### src/rtl/srt_pkg.sv
// Shared definitions for the radix-4 SRT divider: quotient-digit codes
// produced by qds and the on-the-fly converter state encoding.
package srt_pkg;

    localparam logic [2:0] QD_Z  = 3'b000;
    localparam logic [2:0] QD_P1 = 3'b001;
    localparam logic [2:0] QD_P2 = 3'b010;
    localparam logic [2:0] QD_N1 = 3'b111;
    localparam logic [2:0] QD_N2 = 3'b110;
    // Negative zero: legal, converts like QD_Z.
    localparam logic [2:0] QD_NZ = 3'b100;

    typedef enum logic [1:0] {
        ST_IDLE     = 2'd0,
        ST_RUN      = 2'd1,
        ST_WAIT_FIN = 2'd2,
        ST_DONE     = 2'd3
    } otf_state_e;

endpackage

### src/rtl/otf_step.sv
// One on-the-fly conversion step: appends a radix-4 signed digit to the
// Q / QM register pair (QM = Q - 1 ulp) without any carry propagation.
module otf_step
    import srt_pkg::*;
#(
    parameter int W = 32
) (
    input  logic [W-1:0] q,
    input  logic [W-1:0] qm,
    input  logic [2:0]   digit,
    output logic [W-1:0] q_nxt,
    output logic [W-1:0] qm_nxt,
    output logic         illegal
);

    always_comb begin
        // Digit 0: Q appends 0, QM appends 3 (borrow kept in QM).
        q_nxt   = {q[W-3:0], 2'b00};
        qm_nxt  = {qm[W-3:0], 2'b11};
        illegal = 1'b0;
        case (digit)
            QD_P1: begin
                q_nxt  = {q[W-3:0], 2'b01};
                qm_nxt = {q[W-3:0], 2'b00};
            end
            QD_P2: begin
                q_nxt  = {q[W-3:0], 2'b10};
                qm_nxt = {q[W-3:0], 2'b01};
            end
            QD_N1: begin
                q_nxt  = {qm[W-3:0], 2'b11};
                qm_nxt = {qm[W-3:0], 2'b10};
            end
            QD_N2: begin
                q_nxt  = {qm[W-3:0], 2'b10};
                qm_nxt = {qm[W-3:0], 2'b01};
            end
            QD_Z, QD_NZ: begin
                illegal = 1'b0;
            end
            default: begin
                illegal = 1'b1;
            end
        endcase
    end

endmodule

### src/rtl/otf_quo_conv.sv
// On-the-fly quotient converter: accumulates NDIGITS signed radix-4 digits,
// applies the negative-remainder correction and hands the quotient out.
module otf_quo_conv
    import srt_pkg::*;
#(
    parameter int NDIGITS = 16,
    parameter int W       = 2 * NDIGITS
) (
    input  logic         clk,
    input  logic         rst,
    input  logic         start,
    input  logic         digit_valid,
    input  logic [2:0]   digit,
    output logic         digit_ready,
    input  logic         fin_valid,
    input  logic         rem_neg,
    output logic         quo_valid,
    input  logic         quo_ready,
    output logic [W-1:0] quotient,
    output logic         busy,
    output logic         err
);

    localparam int CW = $clog2(NDIGITS + 1);
    localparam logic [CW-1:0] LAST_CNT = CW'(NDIGITS - 1);

    // Handshakes: a digit transfers on a rising edge with digit_valid &
    // digit_ready; the result transfers on a rising edge with quo_valid &
    // quo_ready. Neither valid waits on its ready.

    otf_state_e    state;
    otf_state_e    state_nxt;
    logic [W-1:0]  q_reg;
    logic [W-1:0]  qm_reg;
    logic [CW-1:0] cnt;
    logic [W-1:0]  q_nxt;
    logic [W-1:0]  qm_nxt;
    logic          illegal;
    logic          accept;

    otf_step #(.W(W)) u_step (
        .q       (q_reg),
        .qm      (qm_reg),
        .digit   (digit),
        .q_nxt   (q_nxt),
        .qm_nxt  (qm_nxt),
        .illegal (illegal)
    );

    assign accept = (state == ST_RUN) && digit_valid;

    always_ff @(posedge clk or posedge rst) begin
        if (rst) begin
            state <= ST_IDLE;
        end else begin
            state <= state_nxt;
        end
    end

    always_comb begin
        state_nxt = state;
        case (state)
            ST_IDLE:     if (start) state_nxt = ST_RUN;
            ST_RUN:      if (accept && (cnt == LAST_CNT)) state_nxt = ST_WAIT_FIN;
            ST_WAIT_FIN: if (fin_valid) state_nxt = ST_DONE;
            ST_DONE:     if (quo_ready) state_nxt = ST_IDLE;
            default:     state_nxt = ST_IDLE;
        endcase
    end

    always_comb begin
        digit_ready = (state == ST_RUN);
        quo_valid   = (state == ST_DONE);
        busy        = (state != ST_IDLE);
    end

    always_ff @(posedge clk or posedge rst) begin
        if (rst) begin
            q_reg    <= '0;
            qm_reg   <= '1;
            cnt      <= '0;
            quotient <= '0;
            err      <= 1'b0;
        end else begin
            case (state)
                ST_IDLE: begin
                    if (start) begin
                        q_reg  <= '0;
                        qm_reg <= '1;
                        cnt    <= '0;
                        err    <= 1'b0;
                    end
                end
                ST_RUN: begin
                    if (digit_valid) begin
                        q_reg  <= q_nxt;
                        qm_reg <= qm_nxt;
                        cnt    <= cnt + CW'(1);
                    end
                    // Remainder sign is meaningless before the last digit.
                    if ((digit_valid && illegal) || fin_valid) begin
                        err <= 1'b1;
                    end
                end
                ST_WAIT_FIN: begin
                    if (fin_valid) begin
                        quotient <= rem_neg ? qm_reg : q_reg;
                    end
                    if (digit_valid) begin
                        err <= 1'b1;
                    end
                end
                default: begin
                end
            endcase
        end
    end

endmodule

### config.mk
export PLATFORM = sky130hd
export DESIGN_NAME = otf_quo_conv
export DESIGN_NICKNAME = d
export VERILOG_FILES = /design/src/rtl/srt_pkg.sv /design/src/rtl/otf_step.sv /design/src/rtl/otf_quo_conv.sv
export SDC_FILE = /design/constraint.sdc
export NUM_CORES = 1
export LEC_CHECK = 0
export CAP_MARGIN = 10
export CORE_MARGIN = 5
export CORE_UTILIZATION = 35
export CTS_CLUSTER_SIZE = 10
export DETAILED_ROUTE_END_ITERATION = 6
export PLACE_DENSITY_LB_ADDON = 0.12
export REMOVE_ABC_BUFFERS = 1
export SLEW_MARGIN = 25
export SYNTH_ARGS = -nofsm -noshare
export SYNTH_HDL_FRONTEND = slang
export SYNTH_SLANG_ARGS = --single-unit
### constraint.sdc
create_clock -name clk -period 3.9 [get_ports clk]
set_input_delay 0.585 -clock clk [delete_from_list [all_inputs] [get_ports clk]]
set_output_delay 0.585 -clock clk [all_outputs]
set_load 0.005 [all_outputs]
# --- Word-level counts from Yosys, hierarchy flattened ---
# Index checks and enable logic that the tools add are counted.
classes:
  add_sub_neg: 1
  order_cmp: 0
  div: 0
  mul: 0
  n_eq_ne: 16
  reduce_logical: 14
  n_mux: 22
  shifts: 0
  n_bitwise: 0
op_table:
  columns: ["operator", "count"]
  rows:
  - ["32-bit one-hot mux with 4 select lines", 2]
  - ["32-bit two-way mux", 5]
  - ["32-bit one-hot mux with 2 select lines", 2]
  - ["5-bit two-way mux", 2]
  - ["5-bit one-hot mux with 2 select lines", 1]
  - ["3-bit == test, second input constant", 3]
  - ["2-bit two-way mux", 4]
  - ["2-bit inequality test, second input constant", 4]
  - ["2-bit one-hot mux with 4 select lines", 1]
  - ["4-bit AND reduction", 2]
  - ["2-bit by 1-bit inequality test with 1-bit output, second input constant", 3]
  - ["6-bit OR reduction", 1]
  - ["5-bit by 1-bit adder with 5-bit output, second input constant", 1]
  - ["5-bit by 4-bit == test with 1-bit output, second input constant", 1]
  - ["2-bit == test, second input constant", 2]
  - ["1-bit two-way mux", 4]
  - ["2-bit nonzero test", 2]
  - ["3-bit by 1-bit == test with 1-bit output, second input constant", 1]
  - ["3-bit by 2-bit == test with 1-bit output, second input constant", 1]
  - ["1-bit logical AND", 3]
  - ["3-bit zero test", 1]
  - ["1-bit one-hot mux with 3 select lines", 1]
  - ["3-bit AND reduction", 1]
  - ["3-bit nonzero test", 1]
  - ["4 further kinds", 4]
totals:
  latch_bits: 0
  mem_bits_ro: 0
  register_bits: 104
  word_cells: 59
  memories: 0
  ram_bits: 0
  output_inout_bits: 36

# --- Logic depth before layout (Yosys ltp) ---
depth:
  ltp_word: 7
  ltp_mapped: 8
  mapped_depth_nobuf: 6

# --- Cells and area by module ---
# A second synthesis with hierarchy kept.
unflattened:
  cells_unflattened: 413
  area_unflattened_um2: 5071.1
modules_own_cells:
  columns: ["module", "instances", "seq_area_each_um2", "area_each_um2", "cells_each"]
  rows:
  - ["otf_quo_conv", 1, 2642.5, 4281.6, 337]
  - ["otf_step", 1, 0.0, 789.5, 76]

# --- Least setup slack after synthesis ---
# Ideal clock, no wire load.
synth_timing:
  kind: "input-to-reg"
  from: "in digit[1]"
  to: "reg err"
  arrival_time_ps: 1545
  t_required_ps: 3772
  setup_slack_ps: 2227
  stages: 5
  n_path_buf: 1
  cell_sequence: "buf_4 xnor2_1 nand3b_1 a211oi_2 mux2_1"
synth_between:
  elab_chain_cells: 7
  elab_cells_between_ends: 12
  cone_classes: "6 x eq/ne; 1 x mux; 5 x reduce/logical"
synth_rtl:
  columns: ["element", "line_no", "text"]
  rows:
  - ["start, declared", "otf_quo_conv.sv:13", "input logic [2:0] digit,"]
  - ["3-bit by 1-bit == test with 1-bit output, or another cell as far along", "otf_step.sv:21", "case (digit)"]
  - ["6-bit OR reduction (no source line) (*)", null, null]
  - ["1-bit two-way mux (*)", "otf_step.sv:21", null]
  - ["1-bit logical AND (*)", "otf_quo_conv.sv:101", "if ((digit_valid && illegal) || fin_valid) begin"]
  - ["1-bit logical OR (*)", "otf_quo_conv.sv:101", null]
  - ["2-bit by 1-bit inequality test with 1-bit output (no source line) (*)", null, null]
  - ["4-bit AND reduction (no source line) (*)", null, null]
  - ["end signal, assigned", "otf_quo_conv.sv:91", "err <= 1'b0;"]
  - ["end signal, assigned", "otf_quo_conv.sv:102", "err <= 1'b1;"]
  - ["end signal, assigned", "otf_quo_conv.sv:110", "err <= 1'b1;"]
  - ["end, declared", "otf_quo_conv.sv:21", "output logic err"]
# Mark *: on every way between the ends. The rest lies on a longest branch, timed or not.
# A chain may end at the register's enable or synchronous reset.

# --- Final worst setup path ---
layout_timing:
  from: "reg state[1]"
  to: "out digit_ready"
layout_between:
  elab_chain_cells: 1
layout_rtl:
  columns: ["element", "line_no", "text"]
  rows:
  - ["start, declared", "otf_quo_conv.sv:31", "otf_state_e state;"]
  - ["start signal, assigned", "otf_quo_conv.sv:56", "state <= state_nxt;"]
  - ["2-bit by 1-bit == test with 1-bit output", "otf_quo_conv.sv:72", "digit_ready = (state == ST_RUN);"]
  - ["end, declared", "otf_quo_conv.sv:14", "output logic digit_ready,"]
# No other way between the ends.

==> flow_summary.yaml <==
synth:
  synthArstFlopShare: 1.000
  synthCells: 507
  synth.distinct_cells: 35
  synth_top_area_frac: 0.3645
  yosysSeqAreaShare: 0.5345
  synth_area_leader_cell: "dfrtp_1"
  synthFlopType: "dfrtp_1"
  yosys_warnings: 0
  synth.most_common_cell: "nand2_1"
  synth_edf_count: 0
  syn_avg_cell_area_um2: 9.750
  synth-seq-cells: 104
  ys_top_cells_by_area: "dfrtp_1 (36%), dfstp_2 (17%), mux2i_1 (13%)"
  syn_area_um2: 4943
  synth_common_cells: "nand2_1 (97), dfrtp_1 (72), nor2_1 (67)"
grt:
  met1_usage: 0.1933
  grt.overflow.total: 0
  grt_start_max_net_pins: 65
  grt_pass1_wl_um: 19340
  grt_busiest_layer: "met2"
  met3_usage: 0.03445
  grt_pass1_vias: 3693
  antenna_found_initial: 0
  met2_usage: 0.2405
  grt_usage: 0.1478
die:
  fp.dieW_um: 128.8
  coreArea_um2: 13880
  pin_count: 46
  die_area_um2: 16600
  start_util: 0.3561
  die_h_um: 128.8
  rows: 43
sta:
  min_period_ns: 2.270
  tns_ns: 0
  fin_ws_ns: 1.630
  slew_headroom: 0.3408
  finalCritPeriodShare: 0.5820
  fin_hold_ws_ns: 0.4852
  clock.fmax_mhz: 440.6
  final-setup-viol-count: 0
  drv_slew: 0
  finClkSkew_ns: 0.006314
  rsz0062_at_grt: "no"
  worst_slew_pin_slew_ns: 0.9864
  hold_viol_final: 0
clock_tree:
  clk_latency_ns: 0.35
  h-tree-depth: 3
  clock-root-buffer: "clkbuf_16"
  clock_path_buffers: 2
  ctsResizeCount: 0
  clk_pin_slew_ns: 0.07
  cts_tree: "built"
  clock_sinks: 104
  post-cts-setup-buffer-count: 0
  cts_hold_buffers: 0
  numCtsBuffers: 9
placement:
  pre_cts_ws_ns: 1.292
  portBuffers: 45
  placed_area_um2: 5505
  gp_congestion: 0.7717
  hpwl_um: 6862
setup_path:
  required_ns: 3.31
  worstSetupStartpointType: "flip-flop"
  crit_family: "buffers and inverters"
  worstPathCellList: "inv_1, ha_1, clkdlybuf4s50_1"
  crit_path_max_fanout: 5
  critical_path.slowest_cell: "clkdlybuf4s50_1"
  cp_num_buf_inv: 2
  slowest_delay_ns: 0.55
  cp.arrival_ns: 1.68
  worstSetupPathType: "flip-flop to output port"
  crit_path_end_kind: "output port"
worst_hold_path:
  hp-class: "flip-flop to flip-flop"
power_and_ir_drop:
  switching_share: 0.3619
  powerDensity_nw_per_um2: 782.4
  p_clk_frac: 0.193
  pwr-share-comb: 0.365
  pwr-share-seq: 0.442
  power.switching_w: 0.001640
  ir_drop_v: 0.0003901
  power.internal_w: 0.002892
  leakagePower_nw: 2.650
route:
  wl_per_cell_um: 15.85
  num_vias: 3604
  drt-pass1-iter-count: 4
  drt_iter0_markers: 213
  drt-vias-per-instance: 4.992
  drtAntennaViolNets: 0
  routed_wl_um: 11450
  drc: 0
layout:
  fin_area_um2: 5792
  n_antenna_cell: 0
  fin_util: 0.4173
  final_nets: 554
  syn_to_final_growth_pct: 17.16
  final_layout_size_suffix_gt1_frac: 0.1181
run_status:
  run_status: "completed"
job:
  drv_cap: 0
## metal layers
metal	wire (µm)	vias up
met4	183	0
met2	5389	50
met1	5454	1755
li1	-	1787
met3	417	12
met5	0	-
## worst min-delay path: cells and delay by family, from the launching register on
kind | cells | cell delay (ns)
flops | 1 | 0.35
simple gates | 1 | 0.05
compound gates | 1 | 0.06
## logic make-up (layout without fill, tap and decap cells)
group / count (synthesis) / after routing / share of synthesized area
flops: 104 / 104 / 0.5345
buf+inv: 43 / 78 / 0.04328
mux: 67 / 67 / 0.1362
xor+xnor: 4 / 4 / 0.007088
fa+ha+maj: 7 / 7 / 0.01772
compound gates: 102 / 102 / 0.1162
simple gates: 180 / 180 / 0.1450
## cells in the final DEF, fill, tap and decap left out, drive strengths merged, types with 2 or more instances in the layout
cell           synthesis  final
nand2b                 3      3
clkbuf                 4     10
xor2                   3      3
and2                   3      3
mux2                   2      2
a21oi                 34     34
clkdlybuf4s50          0     44
buf                   31     10
nand3                  3      3
nor2                  67     67
inv                    8      8
nand2                 97     97
dfrtp                 72     72
and3                   3      3
mux2i                 65     65
ha                     7      7
dfstp                 32     32
clkinvlp               0      3
o21ai                 31     31
a31oi                 30     30
and2b                  2      2
clkinv                 0      3
## power groups by stage
stage          sequential, W  clock (W)  combinational, W
2_1_floorplan        0.00195          0          0.000962
3_3_place_gp         0.00201          0           0.00168
3_5_place_dp         0.00203          0           0.00169
4_1_cts              0.00201   0.000906           0.00170
5_1_grt              0.00208   0.000938           0.00187
6_report             0.00200   0.000874           0.00165
## area by class of cell
| type | instances | area (µm²) |
|---|---|---|
| clock buffer | 10 | 239.0 |
| clock inverter | 6 | 45.04 |
| fill | 1373 | 8089 |
| inverter | 8 | 32.53 |
| multi-input combinational | 360 | 2092 |
| sequential | 104 | 2643 |
| tap | 180 | 225.2 |
| timing repair buffer | 54 | 515.5 |
## worst paths after layout
check / startpoint / end / slack, ns / cells past startpoint
hold reg to reg: q_reg[30] / q_reg[30] / 0.49 / 2
hold / removal: q_reg[30] / q_reg[30] / 0.49 / 2
setup reg to reg: state[1] / q_reg[15] / 1.66 / 6
setup / recovery: state[1] / digit_ready / 1.63 / 3
max in group asynchronous: rst / qm_reg[10] / 2.41 / 3
min in group asynchronous: rst / q_reg[4] / 0.67 / 2
## through the flow
step,power (W),instances
finish,0.004531,722
global route,0.004888,722
CTS,0.004610,722
detailed placement,0.003715,706
global placement,0.003683,706
floorplan,0.002917,472
Note: power is estimated with default switching activity, not from simulation.
